**src/rtl/regpar_pkg.sv**
```systemverilog
// regpar_pkg
// Shared types and helpers for the regpar_ser parallel-in/serial-out shifter.
//   state_t   : control FSM states (IDLE waits for a word, SHIFT emits it)
//   cntWidth  : width of a counter that must hold values 0..width inclusive
package regpar_pkg;

  typedef enum logic {
    IDLE  = 1'b0,
    SHIFT = 1'b1
  } state_t;

  function automatic int cntWidth(input int width);
    return $clog2(width + 1);
  endfunction

endpackage

```
**src/rtl/regpar_ser_if.sv**
```systemverilog
// regpar_ser_if
// Bundles the word-side handshake and the serial-side signals of regpar_ser.
// Optional feature macro: REGPAR_ROTATE_EN adds the rotEN control.
//   D, loadValid      : producer offers a WIDTH-bit word
//   loadReady         : block accepts the word this cycle
//   shiftEN, shiftIn  : advance one bit / bit entering the vacated end
//   rotEN             : (REGPAR_ROTATE_EN only) recirculate the outgoing bit
//   Q, qValid, last   : serial bit, frame-active flag, final-bit flag
//   content, bitsLeft : full register contents, bits of the frame still to go
// Modports: master = producer/consumer side, slave = regpar_ser.
interface regpar_ser_if #(
  parameter int WIDTH = 8
);
  import regpar_pkg::*;

  localparam int CNT_W = cntWidth(WIDTH);

  logic [WIDTH-1:0] D;
  logic             loadValid;
  logic             loadReady;
  logic             shiftEN;
  logic             shiftIn;
  logic             Q;
  logic             qValid;
  logic             last;
  logic [WIDTH-1:0] content;
  logic [CNT_W-1:0] bitsLeft;
`ifdef REGPAR_ROTATE_EN
  logic             rotEN;

  modport master (
    output D, loadValid, shiftEN, shiftIn, rotEN,
    input  loadReady, Q, qValid, last, content, bitsLeft
  );

  modport slave (
    input  D, loadValid, shiftEN, shiftIn, rotEN,
    output loadReady, Q, qValid, last, content, bitsLeft
  );
`else
  modport master (
    output D, loadValid, shiftEN, shiftIn,
    input  loadReady, Q, qValid, last, content, bitsLeft
  );

  modport slave (
    input  D, loadValid, shiftEN, shiftIn,
    output loadReady, Q, qValid, last, content, bitsLeft
  );
`endif

endinterface

```
**src/rtl/regpar_ser_cell.sv**
```systemverilog
// regpar_cell
// One bit slice of the shift register: selects between set, parallel load,
// shift and hold, and stores the result.
//   clk, reset : rising-edge clock, asynchronous active-low reset (clears to 0)
//   set        : synchronous force to 1, highest priority after reset
//   load, dIn  : parallel load enable and this slice's bit of the word
//   shift, sIn : shift enable and the bit arriving from the neighbour slice
//   q          : stored bit
module regpar_cell (
  input  logic clk,
  input  logic reset,
  input  logic set,
  input  logic load,
  input  logic shift,
  input  logic dIn,
  input  logic sIn,
  output logic q
);

  // Load beats shift so that a word accepted on the last bit of a frame
  // replaces the register instead of being shifted.
  always_ff @(posedge clk or negedge reset) begin
    if (!reset)
      q <= 1'b0;
    else if (set)
      q <= 1'b1;
    else if (load)
      q <= dIn;
    else if (shift)
      q <= sIn;
  end

endmodule

```
**src/rtl/regpar_ser.sv**
```systemverilog
// regpar_ser
// Parallel-in/serial-out shift register with a valid/ready load handshake and
// frame tracking. A word accepted on the handshake is emitted one bit per
// shiftEN cycle, LSB-first (MSB_FIRST=0) or MSB-first (MSB_FIRST=1); `last`
// marks the final bit, and a new word may be accepted on that cycle so frames
// run back to back.
// Optional feature macro: REGPAR_ROTATE_EN adds bus.rotEN, which feeds the
// outgoing bit back into the vacated end instead of shiftIn.
//   clk   : rising-edge clock
//   reset : asynchronous active-low reset
//   set   : synchronous; content to all ones, frame and any load dropped
//   bus   : regpar_ser_if.slave (handshake, serial and status signals)
module regpar_ser
  import regpar_pkg::*;
#(
  parameter int WIDTH     = 8,
  parameter bit MSB_FIRST = 1'b0
) (
  input  logic         clk,
  input  logic         reset,
  input  logic         set,
  regpar_ser_if.slave  bus
);

  localparam int               CNT_W = cntWidth(WIDTH);
  localparam logic [CNT_W-1:0] FULL  = CNT_W'(WIDTH);

  state_t           state;
  state_t           stateNext;
  logic [CNT_W-1:0] bitsLeft;
  logic [WIDTH-1:0] content;
  logic [WIDTH-1:0] shiftVal;
  logic             qBit;
  logic             fillBit;
  logic             lastBit;
  logic             loadReadyInt;
  logic             loadFire;
  logic             shiftFire;

  assign qBit = MSB_FIRST ? content[WIDTH-1] : content[0];

`ifdef REGPAR_ROTATE_EN
  assign fillBit = bus.rotEN ? qBit : bus.shiftIn;
`else
  assign fillBit = bus.shiftIn;
`endif

  // Shifted image of the register: the bit at Q drops out, fillBit enters the
  // opposite end.
  always_comb begin
    shiftVal = content;
    if (MSB_FIRST)
      shiftVal = {content[WIDTH-2:0], fillBit};
    else
      shiftVal = {fillBit, content[WIDTH-1:1]};
  end

  assign lastBit      = (state == SHIFT) && (bitsLeft == CNT_W'(1));
  assign loadReadyInt = (state == IDLE) || (lastBit && bus.shiftEN);
  assign loadFire     = bus.loadValid && loadReadyInt;
  assign shiftFire    = (state == SHIFT) && bus.shiftEN;

  for (genvar i = 0; i < WIDTH; i++) begin : g_cell
    regpar_cell u_cell (
      .clk   (clk),
      .reset (reset),
      .set   (set),
      .load  (loadFire),
      .shift (shiftFire),
      .dIn   (bus.D[i]),
      .sIn   (shiftVal[i]),
      .q     (content[i])
    );
  end

  // FSM state register.
  always_ff @(posedge clk or negedge reset) begin
    if (!reset)
      state <= IDLE;
    else
      state <= stateNext;
  end

  // FSM next state: a load on the final bit keeps the FSM in SHIFT.
  always_comb begin
    stateNext = state;
    if (set)
      stateNext = IDLE;
    else begin
      case (state)
        IDLE:    if (loadFire) stateNext = SHIFT;
        SHIFT:   if (shiftFire && lastBit && !loadFire) stateNext = IDLE;
        default: stateNext = IDLE;
      endcase
    end
  end

  // FSM outputs; loadReady is the only one that depends on an input.
  always_comb begin
    bus.loadReady = loadReadyInt;
    bus.qValid    = (state == SHIFT);
    bus.last      = lastBit;
  end

  // Remaining-bit counter; saturates at zero.
  always_ff @(posedge clk or negedge reset) begin
    if (!reset)
      bitsLeft <= '0;
    else if (set)
      bitsLeft <= '0;
    else if (loadFire)
      bitsLeft <= FULL;
    else if (shiftFire && (bitsLeft != '0))
      bitsLeft <= bitsLeft - CNT_W'(1);
  end

  assign bus.Q        = qBit;
  assign bus.content  = content;
  assign bus.bitsLeft = bitsLeft;

endmodule

```
**src/flat_wrapper.sv**
```systemverilog
// flat-port wrapper written by rule: the top's interface ports become plain ports
module regpar_ser_flat import regpar_pkg::*;
#(
  parameter int WIDTH     = 8,
  parameter bit MSB_FIRST = 1'b0
)
  (clk, reset, set, bus_D, bus_loadValid, bus_shiftEN, bus_shiftIn, bus_loadReady, bus_Q, bus_qValid, bus_last, bus_content, bus_bitsLeft);
  regpar_ser_if #(.WIDTH(WIDTH)) bus_i ();
  input  logic clk;
  input  logic reset;
  input  logic set;
  input wire logic [$bits(bus_i.D)-1:0] bus_D;
  input wire logic [$bits(bus_i.loadValid)-1:0] bus_loadValid;
  input wire logic [$bits(bus_i.shiftEN)-1:0] bus_shiftEN;
  input wire logic [$bits(bus_i.shiftIn)-1:0] bus_shiftIn;
  output wire logic [$bits(bus_i.loadReady)-1:0] bus_loadReady;
  output wire logic [$bits(bus_i.Q)-1:0] bus_Q;
  output wire logic [$bits(bus_i.qValid)-1:0] bus_qValid;
  output wire logic [$bits(bus_i.last)-1:0] bus_last;
  output wire logic [$bits(bus_i.content)-1:0] bus_content;
  output wire logic [$bits(bus_i.bitsLeft)-1:0] bus_bitsLeft;
  assign bus_i.D = bus_D;
  assign bus_i.loadValid = bus_loadValid;
  assign bus_i.shiftEN = bus_shiftEN;
  assign bus_i.shiftIn = bus_shiftIn;
  assign bus_loadReady = bus_i.loadReady;
  assign bus_Q = bus_i.Q;
  assign bus_qValid = bus_i.qValid;
  assign bus_last = bus_i.last;
  assign bus_content = bus_i.content;
  assign bus_bitsLeft = bus_i.bitsLeft;
  regpar_ser #(.WIDTH(WIDTH), .MSB_FIRST(MSB_FIRST)) u_core (.clk(clk), .reset(reset), .set(set), .bus(bus_i));
endmodule
```
**config.mk**
```make
export PLATFORM = sky130hd
export DESIGN_NAME = regpar_ser_flat
export DESIGN_NICKNAME = d
export VERILOG_FILES = /design/src/rtl/regpar_pkg.sv /design/src/rtl/regpar_ser_if.sv /design/src/rtl/regpar_ser_cell.sv /design/src/rtl/regpar_ser.sv /design/src/flat_wrapper.sv
export SDC_FILE = /design/constraint.sdc
export NUM_CORES = 1
export LEC_CHECK = 0
export BUFFER_PORTS_ARGS = -buffer_cell sky130_fd_sc_hd__buf_4
export CAP_MARGIN = 40
export CORE_AREA = 2 2 43 55
export CTS_CLUSTER_SIZE = 20
export DETAILED_ROUTE_END_ITERATION = 8
export DIE_AREA = 0 0 45 57
export MAX_ROUTING_LAYER = met4
export PLACE_DENSITY = 0.7
export SETUP_SLACK_MARGIN = 0.4
export SLEW_MARGIN = 20
export SYNTH_ARGS = -nofsm -noshare
export SYNTH_HDL_FRONTEND = slang
export SYNTH_SLANG_ARGS = --single-unit
```
**constraint.sdc**
```tcl
create_clock -name clk -period 1.3 [get_ports clk]
set_input_delay 0.195 -clock clk [delete_from_list [all_inputs] [get_ports clk]]
set_output_delay 0.195 -clock clk [all_outputs]
set_load 0.05 [all_outputs]
```
; ---- Word level (Yosys, flattened, before mapping)
; Index checks and enable logic that the tools add are counted.
[totals]
in_bits = 14
ff_bits = 13
out_inout_bits = 16
[op_classes]
eq_ne = 1
n_addsub = 1
muxes = 31
reduce_logical = 12
bitwise = 1
[op_table]
columns = cell, n
row1 = two-way mux 1 bit, 27
row2 = two-way mux 4 bit, 3
row3 = logical AND 1 bit, 7
row4 = nonzero test 3 bit, 2
row5 = "== test 4 x 1 -> 1 bit, second input constant", 1
row6 = nonzero test 4 bit, 1
row7 = "subtractor 4 x 1 -> 4 bit, second input constant", 1
row8 = case mux 1 bit (2 select lines), 1
row9 = logical NOT 1 bit, 1
row10 = logical OR 1 bit, 1
row11 = NOT 1 bit, 1

; ---- Depth between registers and ports, before layout
[logic_depth]
ltp_word = 10
depth_mapped = 6

; ---- Modules after synthesis
; Synthesis repeated with hierarchy kept, for this count alone.
[unflattened]
hier_cells = 76
hier_area_um2 = 752.0
[by_module_without_submodules]
columns = module, seq_area_each_um2, n_inst, cells_per_inst, area_each_um2
row1 = regpar_cell, 25.0, 8, 5, 51.3
row2 = regpar_ser, 125.1, 1, 36, 341.6

; ---- Worst setup path after synthesis
; Ideal clock, no wire load.
[synth_path]
kind = reg2out
startpoint = register u_core.state, in the netlist u_core.bus.qValid
endpoint = output bus_last
path_slack_ns = -0.937
path_buffers = 1
path_stages_with_launch = 4
arrival_ns = 2.042
cell_sequence = dfrtp_1 -> clkbuf_1 -> nand2_1 -> nor3_1
[synth_between]
elab_chain_cells = 1
[synth_lines]
columns = element, line_no
row1 = "start, declared", regpar_ser.sv:28  ; state_t state;
row2 = "start signal, assigned", regpar_ser.sv:81  ; state <= stateNext;
row3 = logical AND 1 bit, regpar_ser.sv:58  ; assign lastBit = (state == SHIFT) && (bitsLeft == CNT_W'(1));
row4 = "end, declared", flat_wrapper.sv:19  ; output wire logic [$bits(bus_i.last)-1:0] bus_last;
; No other way between the ends.

; ---- Final worst setup path
[layout_path]
startpoint = register u_core.bitsLeft[1], in the netlist u_core.bus.bitsLeft[1]
endpoint = output bus_loadReady
[layout_between]
elab_chain_cells = 4
[layout_lines]
columns = element, line_no
row1 = "start, declared", regpar_ser.sv:30  ; logic [CNT_W-1:0] bitsLeft;
row2 = "start signal, assigned", regpar_ser.sv:114  ; bitsLeft <= bitsLeft - CNT_W'(1);
row3 = == test 4 x 1 -> 1 bit, regpar_ser.sv:58
row4 = logical AND 1 bit, regpar_ser.sv:58
row5 = logical AND 1 bit, regpar_ser.sv:59  ; assign loadReadyInt = (state == IDLE) || (lastBit && bus.shiftEN);
row6 = logical OR 1 bit, regpar_ser.sv:59
row7 = "end, declared", flat_wrapper.sv:16  ; output wire logic [$bits(bus_i.loadReady)-1:0] bus_loadReady;
; No other way between the ends.

==> metrics.md <==
| Metric | Value |
|---|---|
| CORE AREA | `2092 um2` |
| DRT antenna net count | `0` |
| Synth Area per Inst | `9.226 um2` |
| Failing checks | `setup timing` |
| Startpoint class of the critical path | `register` |
| DRC viols | `0` |
| Netlist cell types | `27` |
| Clock root cell | `clkbuf_4` |
| Max_slew headroom | `83.17%` |
| Avg WL per Cell | `13.79 um` |
| Buffers plus inverters on the worst setup path | `2` |
| Most frequent cells in the layout | `buf_4 (27), buf_6 (18), nor2_1 (9)` |
| Share of cells above drive strength 1 | `55.64%` |
| Initial Utilization | `40.13%` |
| GP Congestion | `0.8331` |
| DP Wirelength | `1536 um` |
| R2R cell count | `4` |
| Placed Instances | `140` |
| Worst setup EP type | `output pin` |
| Synth warnings | `0` |
| Post-synthesis sequential area ratio | `38.75%` |
| Vias per cell | `5.227` |
| CP Data Required Time | `1.11 ns` |
| Leakage | `0.0006311 uW` |
| VDD IR-drop max | `0.7193 mV` |
| Slowest cell on crit path | `dfrtp_2` |
| Finish-stage setup viols | `15` |
| Tot GR Track Use | `19.74%` |
| Final hold vios | `0` |
| Post-layout minimum cycle time | `1.611 ns` |
| Syn nets | `108` |
| Tot Pwr | `1178 uW` |
| Outcome | `finished, violations left` |
| Clk buf depth | `2` |
| Max Slew Vio Count | `0` |
| Area contributors post-synth | `dfrtp_1 (39%), mux2i_1 (9.5%), a211oi_1 (8.0%), buf_4 (7.2%), and3_1 (6.0%)` |
| Sink count of the clock tree | `13` |
| Yosys reg bits | `13` |
| Row Count | `19` |
| Min setup slack post-route | `-0.3110 ns` |
| Layout Nets | `151` |
| Post-synth top area cell | `dfrtp_1` |
| Power Density | `834.9 nW/um2` |
| Non-Filler Instances | `154` |
| Clock skew | `0.005959 ns` |
| Crit Path Class | `reg -> out` |
| Number of synthesized flops with an enable pin | `0` |
| Total Wirelength | `2123 um` |
| Antenna cell count | `0` |
| Share of the synthesized area in the top cell type | `38.75%` |
| WHS Endpoint | `u_core.bus.qValid` |
| Worst skew pair latency | `0.28 ns` |
| Die width | `45 um` |
| Initial drt markers | `7` |
| Min-Delay Path Class | `in -> reg` |
| H-tree depth | `1` |
| Pre-antenna DRT Iters | `2` |
| Worst min-delay path startpoint | `bus_loadValid` |
| Clock slew at reported path FFs | `0.08 ns` |
| Top delay family on crit path | `flip-flops` |
| Vias in the first global route | `839` |
| Number of buffers created by CTS | `3` |
| CP max stage delay | `0.43 ns` |
| Ys async rst share | `100.0%` |
| Most common cell after layout, fill and taps aside | `buf_4` |
| RSZ-0062 raised after global routing | `yes` |
| Min Hold Slack | `0.1558 ns` |
| FF-to-FF setup slack | `-0.26 ns` |
| CP Data Arrival Time | `1.42 ns` |
| RR Endpoint | `u_core.bus.bitsLeft[3]` |
| Period utilization | `123.9%` |
| Initial antenna violation count | `0` |
| Largest net degree at the start of global routing | `22` |
| Worst Hold Depth | `3` |
| Synthesized area | `839.6 um2` |
| Port Buf Inserts | `29` |
| GRT overflow | `0` |
| Max Cap Viol | `0` |
| Reg-to-Reg Start | `u_core.bus.bitsLeft[1]` |
| Critical-path cell list | `inv_4 -> ha_4 -> and4bb_1 -> nand2b_4 -> buf_8` |
| Synth Instances | `91` |
| First-pass GRT wire length | `3712 um` |
| Filler Cells Inserted | `180` |
| Worst-path fanout max | `3` |
| P&R area growth vs syn | `68.11%` |
| Top Ports | `30` |
| Most used DFF post-synth | `dfrtp_1` |
| Worst Tran Pin Value | `0.2519 ns` |
| CTS tree | `yes` |
| Die area | `2565 um2` |
| Vias post-DR | `805` |
| Max frequency | `0.6207 GHz` |
| Die H | `57 um` |
per-stage QoR:
stage | setup WS [ns] | TNS, ns | area [um2] | util (%)
after CTS | -0.3109 | -2.523 | 1348 | 64.41
after floorplan | -0.2411 | -3.314 | 879.6 | -
after global routing | -0.3686 | -3.598 | 1411 | 67.46
final | -0.3110 | -2.565 | 1411 | 67.46
after detailed placement | -0.2198 | -2.173 | 1129 | 53.95
after global placement | -0.1935 | -1.696 | 1129 | 53.95
worst min-delay path: stages:
cell and delay, ns:
buf_4 0.12, inv_1 0.04, a21oi_1 0.05
how the worst max path moves through the flow:
stage | start | to | slack [ns] | cells after the start
CTS | u_core.bus.bitsLeft[0] | bus_loadReady | -0.31 | 4
global route | u_core.bus.bitsLeft[1] | bus_loadReady | -0.37 | 5
detailed placement | u_core.bus.bitsLeft[1] | u_core.g_cell[4].u_cell.q | -0.22 | 6
floorplan | u_core.bus.bitsLeft[1] | u_core.g_cell[0].u_cell.q | -0.24 | 6
global placement | u_core.bus.bitsLeft[0] | u_core.bus.bitsLeft[1] | -0.19 | 5
finish | u_core.bus.bitsLeft[1] | bus_loadReady | -0.31 | 5
cells in the mapped netlist, types with 3 or more instances:
master     n
a211oi_1   9
inv_1      4
ha_1       3
clkbuf_1   4
mux2i_1    8
buf_4      8
nor2_1     9
o21ai_0    3
dfrtp_1   13
and3_1     8
area by class of cell:
class	count	area [um2]	area share, %
Inverter	4	17.52	1.241
Multi-Input combinational cell	60	504.2	35.73
Timing Repair Buffer	52	505.5	35.82
Tap cell	21	26.28	1.862
Clock buffer	4	26.28	1.862
Sequential cell	13	331.6	23.49
flip-flops by register name (all words and copies together) (netlist names):
register                flops
u_core.bus.qValid           1
u_core.bus.bitsLeft         4
u_core.g_cell.u_cell.q      8
layer usage:
| layer | global-route usage (%) | share of wire (%) | vias up | wire length, um |
|---|---|---|---|---|
| li1 | - | - | 403 | - |
| met1 | 25.46 | 41 | 375 | 865 |
| met2 | 31.84 | 53 | 23 | 1133 |
| met3 | 2.215 | 4.6 | 4 | 98 |
| met4 | 6.303 | 1.2 | 0 | 25 |
| met5 | - | 0 | - | 0 |
power by group:
group / internal, uW / leakage [uW] / switching [uW]
sequential: 434 / 0.000138 / 32.4
clock: 119 / 0.0000150 / 136
combinational: 211 / 0.000478 / 247
cells by family (layout without fill, tap and decap cells):
| kind of cell | Yosys count | in the layout | synth area share, % |
|---|---|---|---|
| flip-flops | 13 | 13 | 38.75 |
| AND/OR/NAND/NOR | 31 | 31 | 20.57 |
| adder cells (fa/ha/maj) | 3 | 3 | 4.471 |
| buffers and inverters | 18 | 60 | 11.92 |
| AO/OA/AOI/OAI | 18 | 18 | 14.75 |
| multiplexers | 8 | 8 | 9.538 |
repair_timing:
item / CTS / global route
hold buffers: 1 / 0
resized for setup: 36 / 8
endpoints found under the hold margin: 13 / 0
buffers inserted: 5 / 4
pin swaps: 5 / 1
endpoints found under the setup margin: 29 / 29
cloned: 0 / 0
No activity file was read; power rests on OpenSTA's default activity.
